<file path="src/rtl/bsg_chip_mem_fwd_merge_if.sv">
// Request/response bundle between the two BedRock stream ports, the merge and the memory link.
// master: chip side and memory model; slave: the merge block.
interface bsg_chip_mem_fwd_merge_if #(
    parameter int header_width_p = 64,
    parameter int data_width_p   = 64
);
    logic [1:0][header_width_p-1:0] in_fwd_header_i;
    logic [1:0][data_width_p-1:0]   in_fwd_data_i;
    logic [1:0]                     in_fwd_v_i;
    logic [1:0]                     in_fwd_last_i;
    logic [1:0]                     in_fwd_ready_and_o;

    logic [1:0][header_width_p-1:0] in_rev_header_o;
    logic [1:0][data_width_p-1:0]   in_rev_data_o;
    logic [1:0]                     in_rev_v_o;
    logic [1:0]                     in_rev_last_o;
    logic [1:0]                     in_rev_ready_and_i;

    logic [header_width_p-1:0]      out_fwd_header_o;
    logic [data_width_p-1:0]        out_fwd_data_o;
    logic                           out_fwd_v_o;
    logic                           out_fwd_last_o;
    logic                           out_fwd_ready_and_i;

    logic [header_width_p-1:0]      out_rev_header_i;
    logic [data_width_p-1:0]        out_rev_data_i;
    logic                           out_rev_v_i;
    logic                           out_rev_last_i;
    logic                           out_rev_ready_and_o;

    modport master (
        output in_fwd_header_i, in_fwd_data_i, in_fwd_v_i, in_fwd_last_i,
        input  in_fwd_ready_and_o,
        input  in_rev_header_o, in_rev_data_o, in_rev_v_o, in_rev_last_o,
        output in_rev_ready_and_i,
        input  out_fwd_header_o, out_fwd_data_o, out_fwd_v_o, out_fwd_last_o,
        output out_fwd_ready_and_i,
        output out_rev_header_i, out_rev_data_i, out_rev_v_i, out_rev_last_i,
        input  out_rev_ready_and_o
    );

    modport slave (
        input  in_fwd_header_i, in_fwd_data_i, in_fwd_v_i, in_fwd_last_i,
        output in_fwd_ready_and_o,
        output in_rev_header_o, in_rev_data_o, in_rev_v_o, in_rev_last_o,
        input  in_rev_ready_and_i,
        output out_fwd_header_o, out_fwd_data_o, out_fwd_v_o, out_fwd_last_o,
        input  out_fwd_ready_and_i,
        input  out_rev_header_i, out_rev_data_i, out_rev_v_i, out_rev_last_i,
        output out_rev_ready_and_o
    );
endinterface

</file>
<file path="src/rtl/bsg_chip_mem_fwd_merge.sv">
// Merges I$/D$ BedRock streams per message (round-robin, or port 1 fixed priority with BSG_CHIP_MEM_MERGE_FIXED_PRIO_EN); responses steered in order.
// Latency: zero cycles on both request and response paths.
// Backpressure: granted port stalls on out_fwd ready; full source FIFO blocks new grants; responses stall on the head port's ready.
module bsg_chip_mem_fwd_merge #(
    parameter int header_width_p = 64,
    parameter int data_width_p   = 64,
    parameter int els_p          = 4
) (
    input  logic                           clk_i,
    input  logic                           reset_n_i,
    bsg_chip_mem_fwd_merge_if.slave        bus,
    output logic                           err_o
);
    localparam int ptr_w_lp = $clog2(els_p);
    localparam int cnt_w_lp = ptr_w_lp + 1;
    localparam logic [cnt_w_lp-1:0] full_cnt_lp = cnt_w_lp'(els_p);

    typedef enum logic [1:0] {S_IDLE, S_LOCK0, S_LOCK1} state_e;

    state_e                 state_q, state_d;
    logic                   init_q, init_d;
    logic                   err_q, err_d;
    logic [els_p-1:0]       src_mem_q, src_mem_d;
    logic [ptr_w_lp-1:0]    wptr_q, wptr_d, rptr_q, rptr_d;
    logic [cnt_w_lp-1:0]    cnt_q, cnt_d;

    logic fifo_full, fifo_empty, head;
    logic winner, sel, grant_v, fwd_fire, push;
    logic rev_v, rev_rdy, rev_fire, pop;

`ifndef BSG_CHIP_MEM_MERGE_FIXED_PRIO_EN
    logic rr_q, rr_d;
`endif

    assign fifo_full  = (cnt_q == full_cnt_lp);
    assign fifo_empty = (cnt_q == '0);
    assign head       = src_mem_q[rptr_q];

    // Outputs stay quiet until the first clock edge after reset release.
    assign init_d = 1'b1;

    always_comb begin
        winner = bus.in_fwd_v_i[1];
`ifndef BSG_CHIP_MEM_MERGE_FIXED_PRIO_EN
        if (&bus.in_fwd_v_i) begin
            winner = rr_q;
        end
`endif
    end

    always_comb begin
        state_d = state_q;
        sel     = winner;
        grant_v = 1'b0;
        case (state_q)
            S_IDLE:  grant_v = init_q && !fifo_full && (|bus.in_fwd_v_i);
            S_LOCK0: begin
                sel     = 1'b0;
                grant_v = init_q && bus.in_fwd_v_i[0];
            end
            S_LOCK1: begin
                sel     = 1'b1;
                grant_v = init_q && bus.in_fwd_v_i[1];
            end
            default: begin
                sel     = 1'b0;
                grant_v = 1'b0;
            end
        endcase
        fwd_fire = grant_v && bus.out_fwd_ready_and_i;
        push     = fwd_fire && (state_q == S_IDLE);
        if (push && !bus.in_fwd_last_i[sel]) begin
            state_d = sel ? S_LOCK1 : S_LOCK0;
        end else if (fwd_fire && bus.in_fwd_last_i[sel] && (state_q != S_IDLE)) begin
            state_d = S_IDLE;
        end
    end

`ifndef BSG_CHIP_MEM_MERGE_FIXED_PRIO_EN
    always_comb begin
        rr_d = rr_q;
        if (push) begin
            rr_d = ~sel;
        end
    end
`endif

    assign bus.out_fwd_v_o        = grant_v;
    assign bus.out_fwd_header_o   = bus.in_fwd_header_i[sel];
    assign bus.out_fwd_data_o     = bus.in_fwd_data_i[sel];
    assign bus.out_fwd_last_o     = bus.in_fwd_last_i[sel];
    assign bus.in_fwd_ready_and_o = {fwd_fire & sel, fwd_fire & ~sel};

    // With nothing outstanding the beat is swallowed and flagged as an error.
    always_comb begin
        rev_v    = init_q && bus.out_rev_v_i && !fifo_empty;
        rev_rdy  = init_q && (fifo_empty || bus.in_rev_ready_and_i[head]);
        rev_fire = bus.out_rev_v_i && rev_rdy;
        pop      = rev_fire && !fifo_empty && bus.out_rev_last_i;
        err_d    = err_q || (rev_fire && fifo_empty);
    end

    assign bus.out_rev_ready_and_o = rev_rdy;
    assign bus.in_rev_v_o          = {rev_v & head, rev_v & ~head};
    assign bus.in_rev_last_o       = {bus.out_rev_last_i & head, bus.out_rev_last_i & ~head};
    assign bus.in_rev_header_o     = {2{bus.out_rev_header_i}};
    assign bus.in_rev_data_o       = {2{bus.out_rev_data_i}};
    assign err_o                   = err_q;

    always_comb begin
        src_mem_d = src_mem_q;
        wptr_d    = wptr_q;
        rptr_d    = rptr_q;
        cnt_d     = cnt_q;
        if (push) begin
            src_mem_d[wptr_q] = sel;
            wptr_d            = wptr_q + 1'b1;
        end
        if (pop) begin
            rptr_d = rptr_q + 1'b1;
        end
        case ({push, pop})
            2'b10:   cnt_d = cnt_q + 1'b1;
            2'b01:   cnt_d = cnt_q - 1'b1;
            default: cnt_d = cnt_q;
        endcase
    end

    always_ff @(posedge clk_i or negedge reset_n_i) begin
        if (!reset_n_i) begin
            state_q   <= S_IDLE;
            init_q    <= 1'b0;
            err_q     <= 1'b0;
            src_mem_q <= '0;
            wptr_q    <= '0;
            rptr_q    <= '0;
            cnt_q     <= '0;
        end else begin
            state_q   <= state_d;
            init_q    <= init_d;
            err_q     <= err_d;
            src_mem_q <= src_mem_d;
            wptr_q    <= wptr_d;
            rptr_q    <= rptr_d;
            cnt_q     <= cnt_d;
        end
    end

`ifndef BSG_CHIP_MEM_MERGE_FIXED_PRIO_EN
    always_ff @(posedge clk_i or negedge reset_n_i) begin
        if (!reset_n_i) begin
            rr_q <= 1'b0;
        end else begin
            rr_q <= rr_d;
        end
    end
`endif
endmodule

</file>
<file path="src/flat_wrapper.sv">
// flat-port wrapper written by rule: the top's interface ports become plain ports
module bsg_chip_mem_fwd_merge_flat 
#(
    parameter int header_width_p = 64,
    parameter int data_width_p   = 64,
    parameter int els_p          = 4
)
  (clk_i, reset_n_i, err_o, bus_in_fwd_header_i, bus_in_fwd_data_i, bus_in_fwd_v_i, bus_in_fwd_last_i, bus_in_fwd_ready_and_o, bus_in_rev_header_o, bus_in_rev_data_o, bus_in_rev_v_o, bus_in_rev_last_o, bus_in_rev_ready_and_i, bus_out_fwd_header_o, bus_out_fwd_data_o, bus_out_fwd_v_o, bus_out_fwd_last_o, bus_out_fwd_ready_and_i, bus_out_rev_header_i, bus_out_rev_data_i, bus_out_rev_v_i, bus_out_rev_last_i, bus_out_rev_ready_and_o);
  bsg_chip_mem_fwd_merge_if #(.header_width_p(header_width_p), .data_width_p(data_width_p)) bus_i ();
  input  logic clk_i;
  input  logic reset_n_i;
  output logic err_o;
  input wire logic [$bits(bus_i.in_fwd_header_i)-1:0] bus_in_fwd_header_i;
  input wire logic [$bits(bus_i.in_fwd_data_i)-1:0] bus_in_fwd_data_i;
  input wire logic [$bits(bus_i.in_fwd_v_i)-1:0] bus_in_fwd_v_i;
  input wire logic [$bits(bus_i.in_fwd_last_i)-1:0] bus_in_fwd_last_i;
  output wire logic [$bits(bus_i.in_fwd_ready_and_o)-1:0] bus_in_fwd_ready_and_o;
  output wire logic [$bits(bus_i.in_rev_header_o)-1:0] bus_in_rev_header_o;
  output wire logic [$bits(bus_i.in_rev_data_o)-1:0] bus_in_rev_data_o;
  output wire logic [$bits(bus_i.in_rev_v_o)-1:0] bus_in_rev_v_o;
  output wire logic [$bits(bus_i.in_rev_last_o)-1:0] bus_in_rev_last_o;
  input wire logic [$bits(bus_i.in_rev_ready_and_i)-1:0] bus_in_rev_ready_and_i;
  output wire logic [$bits(bus_i.out_fwd_header_o)-1:0] bus_out_fwd_header_o;
  output wire logic [$bits(bus_i.out_fwd_data_o)-1:0] bus_out_fwd_data_o;
  output wire logic [$bits(bus_i.out_fwd_v_o)-1:0] bus_out_fwd_v_o;
  output wire logic [$bits(bus_i.out_fwd_last_o)-1:0] bus_out_fwd_last_o;
  input wire logic [$bits(bus_i.out_fwd_ready_and_i)-1:0] bus_out_fwd_ready_and_i;
  input wire logic [$bits(bus_i.out_rev_header_i)-1:0] bus_out_rev_header_i;
  input wire logic [$bits(bus_i.out_rev_data_i)-1:0] bus_out_rev_data_i;
  input wire logic [$bits(bus_i.out_rev_v_i)-1:0] bus_out_rev_v_i;
  input wire logic [$bits(bus_i.out_rev_last_i)-1:0] bus_out_rev_last_i;
  output wire logic [$bits(bus_i.out_rev_ready_and_o)-1:0] bus_out_rev_ready_and_o;
  assign bus_i.in_fwd_header_i = bus_in_fwd_header_i;
  assign bus_i.in_fwd_data_i = bus_in_fwd_data_i;
  assign bus_i.in_fwd_v_i = bus_in_fwd_v_i;
  assign bus_i.in_fwd_last_i = bus_in_fwd_last_i;
  assign bus_in_fwd_ready_and_o = bus_i.in_fwd_ready_and_o;
  assign bus_in_rev_header_o = bus_i.in_rev_header_o;
  assign bus_in_rev_data_o = bus_i.in_rev_data_o;
  assign bus_in_rev_v_o = bus_i.in_rev_v_o;
  assign bus_in_rev_last_o = bus_i.in_rev_last_o;
  assign bus_i.in_rev_ready_and_i = bus_in_rev_ready_and_i;
  assign bus_out_fwd_header_o = bus_i.out_fwd_header_o;
  assign bus_out_fwd_data_o = bus_i.out_fwd_data_o;
  assign bus_out_fwd_v_o = bus_i.out_fwd_v_o;
  assign bus_out_fwd_last_o = bus_i.out_fwd_last_o;
  assign bus_i.out_fwd_ready_and_i = bus_out_fwd_ready_and_i;
  assign bus_i.out_rev_header_i = bus_out_rev_header_i;
  assign bus_i.out_rev_data_i = bus_out_rev_data_i;
  assign bus_i.out_rev_v_i = bus_out_rev_v_i;
  assign bus_i.out_rev_last_i = bus_out_rev_last_i;
  assign bus_out_rev_ready_and_o = bus_i.out_rev_ready_and_o;
  bsg_chip_mem_fwd_merge #(.header_width_p(header_width_p), .data_width_p(data_width_p), .els_p(els_p)) u_core (.clk_i(clk_i), .reset_n_i(reset_n_i), .bus(bus_i), .err_o(err_o));
endmodule
</file>
<file path="config.mk">
export PLATFORM = sky130hd
export DESIGN_NAME = bsg_chip_mem_fwd_merge_flat
export DESIGN_NICKNAME = d
export VERILOG_FILES = /design/src/rtl/bsg_chip_mem_fwd_merge_if.sv /design/src/rtl/bsg_chip_mem_fwd_merge.sv /design/src/flat_wrapper.sv
export SDC_FILE = /design/constraint.sdc
export NUM_CORES = 1
export LEC_CHECK = 0
export BUFFER_PORTS_ARGS = -buffer_cell sky130_fd_sc_hd__buf_2
export CORE_AREA = 5 5 304 306
export CTS_CLUSTER_SIZE = 12
export DETAILED_ROUTE_END_ITERATION = 8
export DIE_AREA = 0 0 309 311
export GPL_ROUTABILITY_DRIVEN = 1
export HOLD_SLACK_MARGIN = 0.08
export PLACE_DENSITY = 0.36
export SETUP_SLACK_MARGIN = 0.02
export SLEW_MARGIN = 20
export SYNTH_ARGS = -nofsm -noshare
export SYNTH_HDL_FRONTEND = slang
export SYNTH_SLANG_ARGS = --single-unit
</file>
<file path="constraint.sdc">
create_clock -name clk_i -period 2.4 [get_ports clk_i]
set_input_delay 0.12 -clock clk_i [delete_from_list [all_inputs] [get_ports clk_i]]
set_output_delay 0.12 -clock clk_i [all_outputs]
set_load 0.05 [all_outputs]
</file>
==> flow_metrics.tcl <==
set metrics [dict create \
    outcome "finished, final reports clean" \
    wl_mm 37.4 \
    dpl_worst_slack_ps -5.90 \
    p_per_area_nw_per_um2 1440 \
    slowest_delay_ps 370 \
    mappedNetlistArea_sq_um 4480 \
    clk_pin_slew_ps 50 \
    hold_violations 0 \
    startpoint_type "register" \
    syn-num-nets 902 \
    ctsRootBufferMaster "clkbuf_16" \
    drt_iter0_drc 114 \
    setup_viol 0 \
    grt_pass1_vias 4334 \
    start_util_pct 5.01 \
    synth_simple_gate_area_share_pct 3.66 \
    path_cells "inv_1 -> ha_2 -> buf_4 -> a21oi_4 -> buf_6 -> buf_12 -> clkbuf_16 -> buf_4 -> mux2_2 -> buf_2" \
    antenna_found_initial 11 \
    finalPower_mw 10.6 \
    p_int_mw 4.47 \
    synth_edf_count 0 \
    synth_seq_cells 16 \
    synth_top_family_by_area "buffers and inverters" \
    netlist_instances 498 \
    path_buf_inv 7 \
    syn_to_final_growth_pct 63.9 \
    drtAntennaViolNets 0 \
    comb_power_share_pct 92.0 \
    ir_drop_v 0.000565 \
    synthFlopType "dfrtp_1" \
    crit_family "buffers and inverters" \
    synth-seq-area-share_pct 8.94 \
    yosysWarnings 0 \
    synth-compound-area-share_pct 3.30 \
    viasPerCell 2.25 \
    rsz0062_at_grt "yes" \
    dieWidth_um 309 \
    grt_first_pass_wirelength_mm 41.5 \
    finalClockSkew_ps 3.51 \
    wire_per_inst_um 20.0 \
    clock_sinks 16 \
    clock_latency_ps 250 \
    syn_area_per_cell_sq_um 8.99 \
    p_leak_nw 3.26 \
    cts.path.max_buffers 2 \
    cap_violations 0 \
    layout_commonest_cell "buf_2" \
    rows 110 \
    cts.htree.levels 1 \
    design.die.area_sq_um 96100 \
    routabilityCongestion 0.733 \
    fp.dieH_um 311 \
    max_freq_mhz 418 \
    async_reset_ff_share_pct 100 \
    numCtsBuffers 3 \
    p_switching_mw 6.13 \
    num-nets-final 1091 \
    finalCriticalPeriod_ps 2390 \
    drv_slew 0 \
    pwr-share-seq_pct 4.6 \
    drive_gt1_share_pct 88.2 \
    period_share_pct 99.6 \
    crit_top_cell "buf_4" \
    hpwlAfterDp_mm 32.8 \
    slowest_stage "dfrtp_1" \
    most-common-layout-cells "buf_2 (308), mux2_2 (108), buf_6 (67), buf_4 (57), mux2_4 (22)" \
    synth-xor-area-share_pct 1.17 \
    io_pins 789 \
    cts_tree "done" \
    grt_max_degree 28 \
    first_pass_iters 4 \
    vias 4196 \
    p_clk_share_pct 3.4 \
    swShare_pct 57.8 \
    critPathKind "reg2out" \
    end_kind "output pin" \
    fill_cells 10451 \
    drc_errors 0 \
    synthAdderAreaFrac_pct 2.68 \
    portBuffers 404 \
    track_usage_pct 6.54 \
    cp_max_fo 6 \
    critPathRequiredTime_ps 2280 \
    setup_slack_ps 10.5 \
    worstPathArrival_ps 2270 \
    grt-ovfl-total 0 \
    hold_path_class "in2reg" \
    synth_mux_area_share_pct 33.9 \
    ys_types 37 \
    coreArea_sq_um 89300 \
]
stage by stage:
step | TNS [ps] | hold slack, ps | area (sq um) | std cells | util (%)
after detailed placement | -5.90 | 72.0 | 6170 | 1825 | 6.91
after CTS | -115 | 143 | 6510 | 1831 | 7.29
after global routing | -795 | 173 | 7340 | 1863 | 8.22
after floorplan | 0 | -176 | 4510 | 498 | -
after global placement | -3.78 | 71.7 | 6170 | 1825 | 6.91
final | 0 | 153 | 7340 | 1864 | 8.22
repair_timing:
| action | 4_1_cts | 5_1_grt |
|---|---|---|
| buffers inserted | 1 | 22 |
| cloned | 0 | 9 |
| endpoints found under the setup margin | 59 | 94 |
| hold buffers | 1 | 0 |
| resized for setup | 78 | 178 |
| hold endpoints to repair | 16 | 0 |
| pin swaps | 2 | 5 |
kinds of logic after synthesis:
| family | Yosys count |
|---|---|
| muxes | 134 |
| buffers and inverters | 283 |
| xor gates and xnor gates | 6 |
| and+or+nand+nor | 26 |
| adders and majority gates | 9 |
| other | 1 |
| AOI/OAI and AO/OA | 23 |
| DFF | 16 |
final timing paths:
kind	startpoint	end	slack (ps)	cells past startpoint
worst max-delay path	u_core.state_q[0]	bus_out_fwd_data_o[0]	10	10
worst min-delay path	bus_out_rev_v_i	u_core.err_o	150	3
worst max register to register	u_core.rptr_q[0]	u_core.cnt_q[2]	20	9
worst min register to register	u_core.err_o	u_core.err_o	470	1
max in group asynchronous	reset_n_i	u_core.state_q[1]	1790	2
min in group asynchronous	reset_n_i	u_core.err_o	330	2
tightest hold or removal path: cells and delay by family:
kind,cells,cell delay (ps)
AO/OA/AOI/OAI,1,60
buffers and inverters,1,110
AND/OR/NAND/NOR,1,70
synth_stat cells (3+ instances only):
cell type    n  share of area [%]
dfrtp_1     16                8.9
buf_2        4               0.45
nand2_1      4               0.34
nor2_1       6               0.50
mux2_2     130                 33
buf_4      268                 45
inv_1       11               0.92
ha_1         8                2.2
a21oi_1      6               0.67
xor2_1       4               0.78
o21ai_0      4               0.45
a31oi_1      4               0.56
mux2i_1      3               0.67
final cells by class:
| cell class | instances | area, sq um | share of cell area (%) |
|---|---|---|---|
| inverter | 11 | 41.3 | 0.562 |
| multi-input combinational | 199 | 2130 | 29.1 |
| tap | 1176 | 1470 | 20.0 |
| timing repair buffer | 456 | 3200 | 43.6 |
| clock buffer | 4 | 88.8 | 1.21 |
| sequential | 16 | 400 | 5.45 |
| antenna | 2 | 5.00 | 0.0682 |
power by group through the flow:
stage	logic, mW	clock network, mW	registers, mW
after floorplan	6.53	0	0.496
after global placement	7.84	0	0.491
after detailed placement	7.79	0	0.492
after CTS	8.20	0.378	0.485
after global routing	10.2	0.386	0.501
final	9.75	0.362	0.484
sequential cells by signal, summed over array words and instances (netlist names):
| signal | cells |
|---|---|
| u_core.src_mem_q | 4 |
| u_core.state_q | 2 |
| u_core.rr_q | 1 |
| u_core.init_q | 1 |
| u_core.rptr_q | 2 |
| u_core.cnt_q | 3 |
| u_core.wptr_q | 2 |
| u_core.err_o | 1 |
per-layer routing:
metal	vias up	global-route usage, %	part of all wire [%]
met4	4	3.30	5.7
li1	1785	-	-
met5	-	0.455	0.22
met2	571	10.8	45
met3	111	4.28	19
met1	1725	6.28	31
Power figures use the tool's default switching activity.
